## config.mk

```make
export PLATFORM = sky130hd
export DESIGN_NAME = audio_out_feeder
export DESIGN_NICKNAME = d
export VERILOG_FILES = /design/src/rtl/audio_out_feeder_pkg.sv /design/src/rtl/audio_out_feeder_sample_fifo.sv /design/src/rtl/audio_out_feeder.sv
export SDC_FILE = /design/constraint.sdc
export NUM_CORES = 1
export LEC_CHECK = 0
export ABC_AREA = 0
export ABC_CLOCK_PERIOD_IN_PS = 6150
export BUFFER_PORTS_ARGS = -buffer_cell sky130_fd_sc_hd__buf_2
export CAP_MARGIN = 20
export CORE_UTILIZATION = 50
export DETAILED_ROUTE_END_ITERATION = 7
export PLACE_DENSITY = 0.8
export SYNTH_ARGS = -nofsm -noshare
export SYNTH_HDL_FRONTEND = slang
export SYNTH_HIERARCHICAL = 1
export SYNTH_SLANG_ARGS = --single-unit
```

## constraint.sdc

```tcl
create_clock -name clk -period 6.15 [get_ports clk]
set_clock_uncertainty 0.2 [all_clocks]
set_input_delay 1.23 -clock clk [delete_from_list [all_inputs] [get_ports clk]]
set_output_delay 1.23 -clock clk [all_outputs]
set_load 0.01 [all_outputs]
```

## src/rtl/audio_out_feeder_pkg.sv

```systemverilog
// audio_out_feeder_pkg: shared sample type, output FSM states and default constants.
package audio_out_feeder_pkg;

    typedef logic signed [31:0] sample_t;

    typedef enum logic [1:0] {
        IDLE,
        LOAD,
        WRITE
    } state_t;

    localparam int      DEFAULT_SAMPLE_DIV = 1042;
    localparam int      DEFAULT_FIFO_DEPTH = 4;
    localparam sample_t DEFAULT_LIMIT      = 32'sh3FFF_FFFF;

endpackage

```

## src/rtl/audio_out_feeder_sample_fifo.sv

```systemverilog
// sample_fifo: power-of-two sample buffer; a push on a full buffer only lands
// when a pop happens in the same cycle.
module sample_fifo
    import audio_out_feeder_pkg::*;
#(
    parameter int DEPTH = DEFAULT_FIFO_DEPTH
) (
    input  logic    clk,
    input  logic    rst_n,
    input  logic    push,
    input  logic    pop,
    input  sample_t data,
    output sample_t head,
    output logic    full,
    output logic    empty
);

    localparam int AW = $clog2(DEPTH);

    sample_t       mem [DEPTH];
    logic [AW-1:0] wr_ptr;
    logic [AW-1:0] rd_ptr;
    logic [AW:0]   count;
    logic          do_push;
    logic          do_pop;

    assign full    = count == (AW+1)'(DEPTH);
    assign empty   = count == '0;
    assign do_push = push && (!full || pop);
    assign do_pop  = pop && !empty;
    assign head    = mem[rd_ptr];

    always_ff @(posedge clk or negedge rst_n) begin
        if (!rst_n) begin
            wr_ptr <= '0;
            rd_ptr <= '0;
            count  <= '0;
        end else begin
            wr_ptr <= do_push ? wr_ptr + AW'(1) : wr_ptr;
            rd_ptr <= do_pop ? rd_ptr + AW'(1) : rd_ptr;
            count  <= count + (AW+1)'(do_push) - (AW+1)'(do_pop);
        end
    end

    always_ff @(posedge clk) begin
        if (do_push)
            mem[wr_ptr] <= data;
    end

endmodule

```

## src/rtl/audio_out_feeder.sv

```systemverilog
// audio_out_feeder: samples the oscillator mix once per audio period, attenuates
// and clamps it, buffers it and hands it to the codec through an IDLE/LOAD/WRITE FSM.
module audio_out_feeder
    import audio_out_feeder_pkg::*;
#(
    parameter int      SAMPLE_DIV = DEFAULT_SAMPLE_DIV,
    parameter int      FIFO_DEPTH = DEFAULT_FIFO_DEPTH,
    parameter sample_t LIMIT      = DEFAULT_LIMIT
) (
    input  logic        clk,
    input  logic        rst_n,
    input  logic [31:0] mix_in,
    input  logic [2:0]  atten,
    input  logic        mute,
    input  logic        audio_out_allowed,
    output logic        write_audio_out,
    output logic [31:0] left_channel_audio_out,
    output logic [31:0] right_channel_audio_out,
    output logic [7:0]  overrun_count
);

    localparam int CW = SAMPLE_DIV > 1 ? $clog2(SAMPLE_DIV) : 1;

    logic [CW-1:0] cnt;
    logic          tick;
    sample_t       sample;
    sample_t       head;
    sample_t       out_reg;
    logic          full;
    logic          empty;
    logic          pop;
    state_t        state;
    state_t        next;

    function automatic sample_t saturate(input sample_t x);
        return x > LIMIT ? LIMIT : (x < -LIMIT ? -LIMIT : x);
    endfunction

    assign tick   = cnt == CW'(SAMPLE_DIV - 1);
    assign sample = mute ? '0 : saturate($signed(mix_in) >>> atten);
    assign pop    = state == LOAD;

    always_ff @(posedge clk or negedge rst_n) begin
        if (!rst_n)
            cnt <= '0;
        else
            cnt <= tick ? '0 : cnt + CW'(1);
    end

    // The FIFO write on the tick edge is the registered capture of the sample.
    sample_fifo #(.DEPTH(FIFO_DEPTH)) u_fifo (
        .clk   (clk),
        .rst_n (rst_n),
        .push  (tick),
        .pop   (pop),
        .data  (sample),
        .head  (head),
        .full  (full),
        .empty (empty)
    );

    always_ff @(posedge clk or negedge rst_n) begin
        if (!rst_n)
            overrun_count <= '0;
        else if (tick && full && !pop && overrun_count != 8'hFF)
            overrun_count <= overrun_count + 8'd1;
    end

    always_ff @(posedge clk or negedge rst_n) begin
        if (!rst_n) begin
            state   <= IDLE;
            out_reg <= '0;
        end else begin
            state   <= next;
            out_reg <= pop ? head : out_reg;
        end
    end

    always_comb begin
        next            = state;
        write_audio_out = 1'b0;
        case (state)
            IDLE:  next = empty ? IDLE : LOAD;
            LOAD:  next = WRITE;
            WRITE: begin
                write_audio_out = audio_out_allowed;
                next            = audio_out_allowed ? IDLE : WRITE;
            end
            default: next = IDLE;
        endcase
    end

    assign left_channel_audio_out  = out_reg;
    assign right_channel_audio_out = out_reg;

endmodule

```

# Word level (Yosys, flattened, before mapping)
# Memories as Yosys holds them, arrays and structs flattened. A register that Yosys moved wholly into a read port is not among the register bits.
# Index checks and enable logic that the tools add are counted.
[totals] register_bits=28 ram_bits=128 input_bits=39 output_inout_bits=73 elab_cells=43 n_memories=1
[op_classes] n_addsub=6 n_lt_le_gt_ge=2 n_eq_ne=5 shifts=1 mux=10 n_reduce_logical=12
[mem_list] name="u_fifo.mem" depth=4 width=32 read_ports=1 rd_ports_with_merged_regs=1 write_ports=1 line_no="audio_out_feeder_sample_fifo.sv:20" text="sample_t mem [DEPTH];"
[op_table] op="$mux W32" n=3
[op_table] op="$gt A32 B31 Y1 const B" n=1
[op_table] op="$lt A32 B31 Y1 const B" n=1
[op_table] op="$sshr A32 B3 Y32" n=1
[op_table] op="$add A11 B1 Y11 const B" n=1
[op_table] op="$eq A11 B11 Y1 const B" n=1
[op_table] op="$mux W11" n=1
[op_table] op="$add A8 B1 Y8 const B" n=1
[op_table] op="$ne A8 B8 Y1 const B" n=1
[op_table] op="$pmux W2 S3" n=1
[op_table] op="$logic_and A1 B1 Y1" n=5
[op_table] op="$add A2 B1 Y2 const B" n=2
[op_table] op="$logic_not A1 Y1" n=4
[op_table] op="$mux W1" n=4
[op_table] op="$add A3 B1 Y3" n=1
[op_table] op="$eq A3 B3 Y1 const B" n=1
[op_table] op="$logic_not A3 Y1" n=1
[op_table] op="$sub A3 B1 Y3" n=1
[op_table] op="$eq A2 B1 Y1 const B" n=1
[op_table] op="$eq A2 B2 Y1 const B" n=1
[op_table] op="$logic_not A2 Y1" n=1
[op_table] op="$mux W2" n=1
[op_table] op="$logic_or A1 B1 Y1" n=1

# Logic depth before layout (Yosys ltp)
# Gate-level depths: netlist of the first run.
[depth] word_depth=6 ltp_mapped=15 ltp_nobuf=12

# Hierarchy
# Netlist of the first run, hierarchy kept.
[by_module_without_submodules] mod="sample_fifo" n_inst=1 cells_per_inst=204 area_each_um2=5034.8 seq_area_each_um2=4018.9
[by_module_without_submodules] mod="audio_out_feeder" n_inst=1 cells_per_inst=526 area_each_um2=4479.3 seq_area_each_um2=1326.3

# Least setup slack after synthesis of the first run
# No wires, ideal clock.
[synth_timing] kind="input-to-reg" from="input port atten[2]" to="memory u_fifo/mem[0][27] (netlist name) (data pin)" setup_ns=0.179 arrival_ns=3.836 required_ns=5.771 setup_slack_ns=1.935 stages=14 path_buffers=4 path_cell_list="buf_2 buf_4 mux2_2 mux2i_1 nor2_1 a221oi_1 nand4_1 o31ai_2 ha_1 clkbuf_1 inv_1 clkbuf_1 nand2_1 a21oi_1"
[synth_via] elab_chain_len=5 word_cells_on_any_way=6 classes_between="order compare: 2; shift: 1; mux: 3"
[synth_lines] item="from (decl)" line_no="audio_out_feeder.sv:13" text="input logic [2:0] atten,"
[synth_lines] item="$sshr A32 B3 Y32 (*)" line_no="audio_out_feeder.sv:40" text="assign sample = mute ? '0 : saturate($signed(mix_in) >>> atten);"
[synth_lines] item="$lt A32 B31 Y1" line_no="audio_out_feeder.sv:36" text="return x > LIMIT ? LIMIT : (x < -LIMIT ? -LIMIT : x);"
[synth_lines] item="$mux W32" line_no="audio_out_feeder.sv:36"
[synth_lines] item="$mux W32 (*)" line_no="audio_out_feeder.sv:36"
[synth_lines] item="$mux W32 (*)" line_no="audio_out_feeder.sv:40"
[synth_lines] item="named net sample[27]" line_no="audio_out_feeder.sv:26" text="sample_t sample;"
[synth_lines] item="to (decl)" line_no="audio_out_feeder_sample_fifo.sv:20"
# The timed path passes the listed nets; every way through them passes the cells marked *.

# Worst setup path after layout of the first run
[layout_timing] from="input port atten[2]" to="memory u_fifo/mem[0][30] (netlist name) (data pin)"
# Same word-level chain as after synthesis.

==> results_dict.tcl, run 1 <==
set metrics [dict create \
    fp.dieW_um 140 \
    startpoint_type "primary input" \
    antenna_found_initial 0 \
    cts.sinks 188 \
    netlist.top_cell.by_area "edfxtp_1" \
    core_area_um2 18700 \
    tns_ns 0 \
    synth_area_leaders "edfxtp_1 (40%), dfrtp_1 (16%), mux4_2 (12%), nand2_1 (5.4%), mux2i_1 (4.7%)" \
    drv_cap 0 \
    cp-startpoint "atten[2]" \
    cts_setup_buffers 0 \
    cts_resized 0 \
    start_util 0.509 \
    top_layer "met4" \
    path_clk_slew_ns 0.07 \
    hold_path_depth 1 \
    ios 112 \
    postLayoutCoreUtil 0.566 \
    r2r_start "cnt[7]" \
    ant_nets 0 \
    grt_pass1_vias 5848 \
    grt_pass1_wl_um 31100 \
    ys_ff_latch 188 \
    grt-ovfl-total 0 \
    clk_latency_ns 0.43 \
    fin_crit_ns 5.04 \
    synthesis.nets 780 \
    cts_inserted_buffers 17 \
    max_freq_mhz 198 \
    wl_per_cell_um 18.7 \
    peakVddDrop_uv 196 \
    post-route-drc-count 0 \
    area_growth_pct 11.2 \
    drtPass1Iterations 6 \
    status "complete, no violations" \
    yosysMostFrequentCell "nand2_1" \
    synth-edff-count 128 \
    dp_hpwl_um 12800 \
    rrSetupSlack_ns 2.67 \
    reg2reg_depth 11 \
    cts_tree "built" \
    gp_congestion 0.979 \
    wl_um 19500 \
    final_cells 1040 \
    cp.arrival_ns 5.02 \
    grt_max_degree 61 \
    p_per_area_nw_per_um2 254 \
    critPathRequiredTime_ns 6.12 \
    setup_viol 0 \
    cts_buffer_depth 2 \
    vias 6037 \
    synth_top_cell_area_share 0.404 \
    route.layer.met1.wl_um 8490 \
    hold_violations 0 \
    io_buffers 111 \
    dp.cells 1005 \
    postCtsHoldBufs 0 \
    rsz0062_at_grt "false" \
    crit_type "primary input to flip-flop" \
    dieHeight_um 140 \
    nFillCells 1450 \
    finalNetCount 843 \
    dr_wl_met2_um 9380 \
    synthCells 730 \
    antenna_cells 0 \
    drive_gt1_frac 0.288 \
    worst_slew_pin_slew_ns 0.901 \
    leakage_nw 4.58 \
    min-delay-path-class "flip-flop to flip-flop" \
    min-delay-start "state[0]" \
    end_kind "flip-flop" \
    ys_seq_area_frac 0.562 \
    ys_async_sr_fraction 0.319 \
    synth_cell_type_count 57 \
    clock-root-buffer "clkbuf_16" \
    period_share 0.820 \
    drt_iter0_drc 505 \
    r2r-end "u_fifo/count[2]" \
    crit_path_max_fanout 38 \
    rows 50 \
    vias_per_cell 5.80 \
    slew_headroom 0.400 \
    yosys_warnings 6 \
    synth-main-ff-cell "edfxtp_1" \
    synthTopCellsByCount "nand2_1 (136), edfxtp_1 (128), dfrtp_1 (60)" \
    htreeDepth 4 \
    syn_area_um2 9510 \
    syn_avg_cell_area_um2 13.0 \
    dr_wl_met3_um 1290 \
    regArea_um2 5350 \
    dieArea_um2 19600 \
    grtUsageTotal 0.206 \
    maxSlewViolCount 0 \
    min_to "state[0]" \
    multi_input_area_um2 3610 \
]
[state kept, by name, summed over array words and instances (netlist names)]
signal,flops
u_fifo/mem,128
left_channel_audio_out,32
cnt,11
overrun_count,8
u_fifo/count,3
state,2
u_fifo/rd_ptr,2
u_fifo/wr_ptr,2
[worst max path at each step]
stage	to
floorplan	u_fifo/mem[0][27]
global placement	u_fifo/mem[0][30]
detailed placement	u_fifo/mem[0][30]
CTS	u_fifo/mem[0][30]
global route	u_fifo/mem[0][30]
finish	u_fifo/mem[0][30]
[logic make-up (layout without fill, tap and decap cells)]
group	after synthesis	count (layout)	share of synthesized area
compound gates	77	77	0.0544
fa+ha+maj	11	11	0.0153
xor+xnor	21	21	0.0193
mux	110	110	0.185
simple gates	228	228	0.105
buf+inv	95	171	0.0587
flops	188	188	0.562
[cells in the final DEF (no fill, tap or decap), drive strengths merged, types with 4 or more instances in the layout]
cell,synthesis,layout
dfrtp,60,60
o21ai,15,15
nor3,12,12
nor2,36,36
nand2,136,136
mux2,14,14
nand4,4,4
and2,4,4
inv,17,26
nand3,13,13
nor4,6,6
clkbuf,18,18
mux2i,45,45
buf,60,121
xnor2,13,13
ha,10,10
mux4,51,51
edfxtp,128,128
a21oi,23,23
nand2b,4,4
xor2,8,8
o21a,18,18
[stage by stage]
stage	setup WS [ns]	power, mW	hold slack [ns]	instance area (µm²)
2_1_floorplan	1.94	1.53	0.223	9510
3_3_place_gp	0.869	1.60	0.241	9930
3_5_place_dp	0.755	1.60	0.249	9930
4_1_cts	1.20	2.70	0.261	10500
5_1_grt	0.788	2.76	0.292	10600
6_report	1.11	2.69	0.262	10600
[power breakdown]
group          leakage [nW]         switching [mW]  total (mW)  internal, mW
Combinational          2.13                  0.135       0.218        0.0830
Sequential             2.15  0.0000000000000000219        1.36          1.36
Clock                 0.295                  0.496        1.11         0.616
[cell type report]
type	count	share of cell area
Tap cell	234	0.0277
Clock inverter	15	0.0167
Timing Repair Buffer	122	0.0627
Multi-Input combinational cell	447	0.341
Clock buffer	17	0.0402
Sequential cell	188	0.505
Inverter	17	0.00603
[worst max-delay path, stage by stage]
cell	delay, ns
buf_2	0.63
buf_4	0.34
mux2i_1	0.28
mux4_2	0.29
nand4_1	0.09
nor3_1	0.30
nand4_1	0.15
o31ai_2	0.21
ha_1	0.52
inv_1	0.40
a221oi_1	0.55
[layer usage]
| layer | track usage | vias to the layer above |
|---|---|---|
| met5 | 0 | - |
| met2 | 0.332 | 271 |
| met1 | 0.286 | 2971 |
| met3 | 0.0315 | 28 |
| li1 | - | 2767 |
| met4 | 0.0723 | 0 |
Power figures use the tool's default switching activity.
==> run 2: changes to the inputs <==
- ABC_CLOCK_PERIOD_IN_PS: 6150 -> 4750
- clock period: 6.15 -> 4.75 ns (I/O delays scaled with it)
==> results_dict.tcl, run 2 (synthesized netlist as in run 1, its figures left out) <==
set metrics [dict create \
    drive_gt1_frac 0.294 \
    period_share 0.863 \
    path_cells "buf_2, buf_4, mux2_2, a2111oi_0, a211o_1, nand4_1, o31ai_2, ha_1, inv_1, buf_4, nand2_1, a21oi_1" \
    dieHeight_um 140 \
    path_delay_family "buffers and inverters" \
    startpoint_type "primary input" \
    top_register "u_fifo/mem" \
    cpPeakStageDelay_ns 0.43 \
    vias_per_cell 5.81 \
    critPathBufInv 4 \
    finalPower_mw 3.43 \
    min_to "state[0]" \
    dp.cells 1015 \
    dieArea_um2 19600 \
    final_cell_mix "nand2_1 (136), edfxtp_1 (128), buf_2 (111)" \
    antenna_found_initial 0 \
    peakVddDrop_uv 236 \
    fp.dieW_um 140 \
    core_area_um2 18700 \
    leakage_nw 4.60 \
    path_clk_slew_ns 0.07 \
    crit_path_top_delay_cell "buf_4" \
    rrSetupSlack_ns 1.64 \
    grtUsageTotal 0.203 \
    worst_slew_pin_slew_ns 0.908 \
    drv_cap 0 \
    r2r_start "cnt[7]" \
    fin_crit_ns 4.10 \
    drtPass1Iterations 5 \
    post-route-drc-count 0 \
    critPathRequiredTime_ns 4.77 \
    cts_tree "built" \
    htreeDepth 4 \
    slew_headroom 0.395 \
    rsz0062_at_grt "false" \
    gp_congestion 0.963 \
    ant_nets 0 \
    end_kind "flip-flop" \
    cts_buffer_depth 2 \
    largest_reg_flops 128 \
    cts.sinks 188 \
    maxSlewViolCount 0 \
    tns_ns 0 \
    crit_path_max_fanout 26 \
    cp.arrival_ns 4.12 \
    clock-root-buffer "clkbuf_16" \
    p_per_area_nw_per_um2 324 \
    grt_max_degree 35 \
    grt_pass1_wl_um 30500 \
    hold_violations 0 \
    cts_resized 0 \
    vias 6083 \
    r2r-end "u_fifo/count[2]" \
    grt_pass1_vias 5869 \
    status "complete, no violations" \
    crit_top_cell "buf_4" \
    crit_type "primary input to flip-flop" \
    postCtsHoldBufs 0 \
    dp_hpwl_um 12700 \
    antenna_cells 0 \
    max_freq_mhz 244 \
    min-delay-path-class "flip-flop to flip-flop" \
    wl_um 19100 \
    drt_iter0_drc 452 \
    hold_path_depth 1 \
    finalNetCount 850 \
    clk_latency_ns 0.43 \
    ios 112 \
    wl_per_cell_um 18.2 \
    place_area_um2 10000 \
    cts_inserted_buffers 17 \
    reg2reg_depth 11 \
    area_growth_pct 11.3 \
    io_buffers 111 \
    min-delay-start "state[0]" \
    rows 50 \
    final_common_cell "nand2_1" \
    grt-ovfl-total 0 \
    cts_setup_buffers 0 \
    setup_viol 0 \
    final_cell_area_um2 10600 \
    final_cells 1047 \
    start_util 0.509 \
]
run 2: final cells by class:
cell class              instances  area, µm²
flip-flops and latches        188       5350
inverters                      17       63.8
clock buffers                  17        425
repair buffers                129        691
fillers                      1487       8110
clock inverters                15        161
multi-input cells             447       3610
well taps                     234        293
run 2: worst max path at each step:
stage	startpoint	endpoint	slack, ns	cells past startpoint
after floorplan	atten[2]	u_fifo/mem[0][27]	0.82	14
after global placement	atten[1]	u_fifo/mem[3][30]	0.36	12
after detailed placement	atten[1]	u_fifo/mem[3][27]	0.22	12
after CTS	atten[1]	u_fifo/mem[2][27]	0.67	12
after global routing	atten[1]	u_fifo/mem[2][11]	0.40	12
final	atten[1]	u_fifo/mem[2][27]	0.65	12
run 2: where the power goes:
part | switching [mW] | internal [mW]
Sequential | 0.0000000000000000257 | 1.76
Combinational | 0.176 | 0.112
Clock | 0.671 | 0.711
Total | 0.847 | 2.58
run 2: stage by stage:
step	hold slack (ns)	util	setup slack [ns]
floorplan	0.223	-	0.815
global placement	0.241	0.535	0.361
detailed placement	0.258	0.535	0.224
CTS	0.268	0.566	0.673
global route	0.299	0.566	0.397
finish	0.264	0.566	0.652
run 2: routing by layer:
layer,share of wire,wire length [µm],track usage,vias up
met5,0,0,0,-
met1,0.44,8430,0.281,3009
met3,0.063,1190,0.0376,35
met4,0.021,397,0.0949,0
li1,-,-,-,2785
met2,0.47,9040,0.313,254
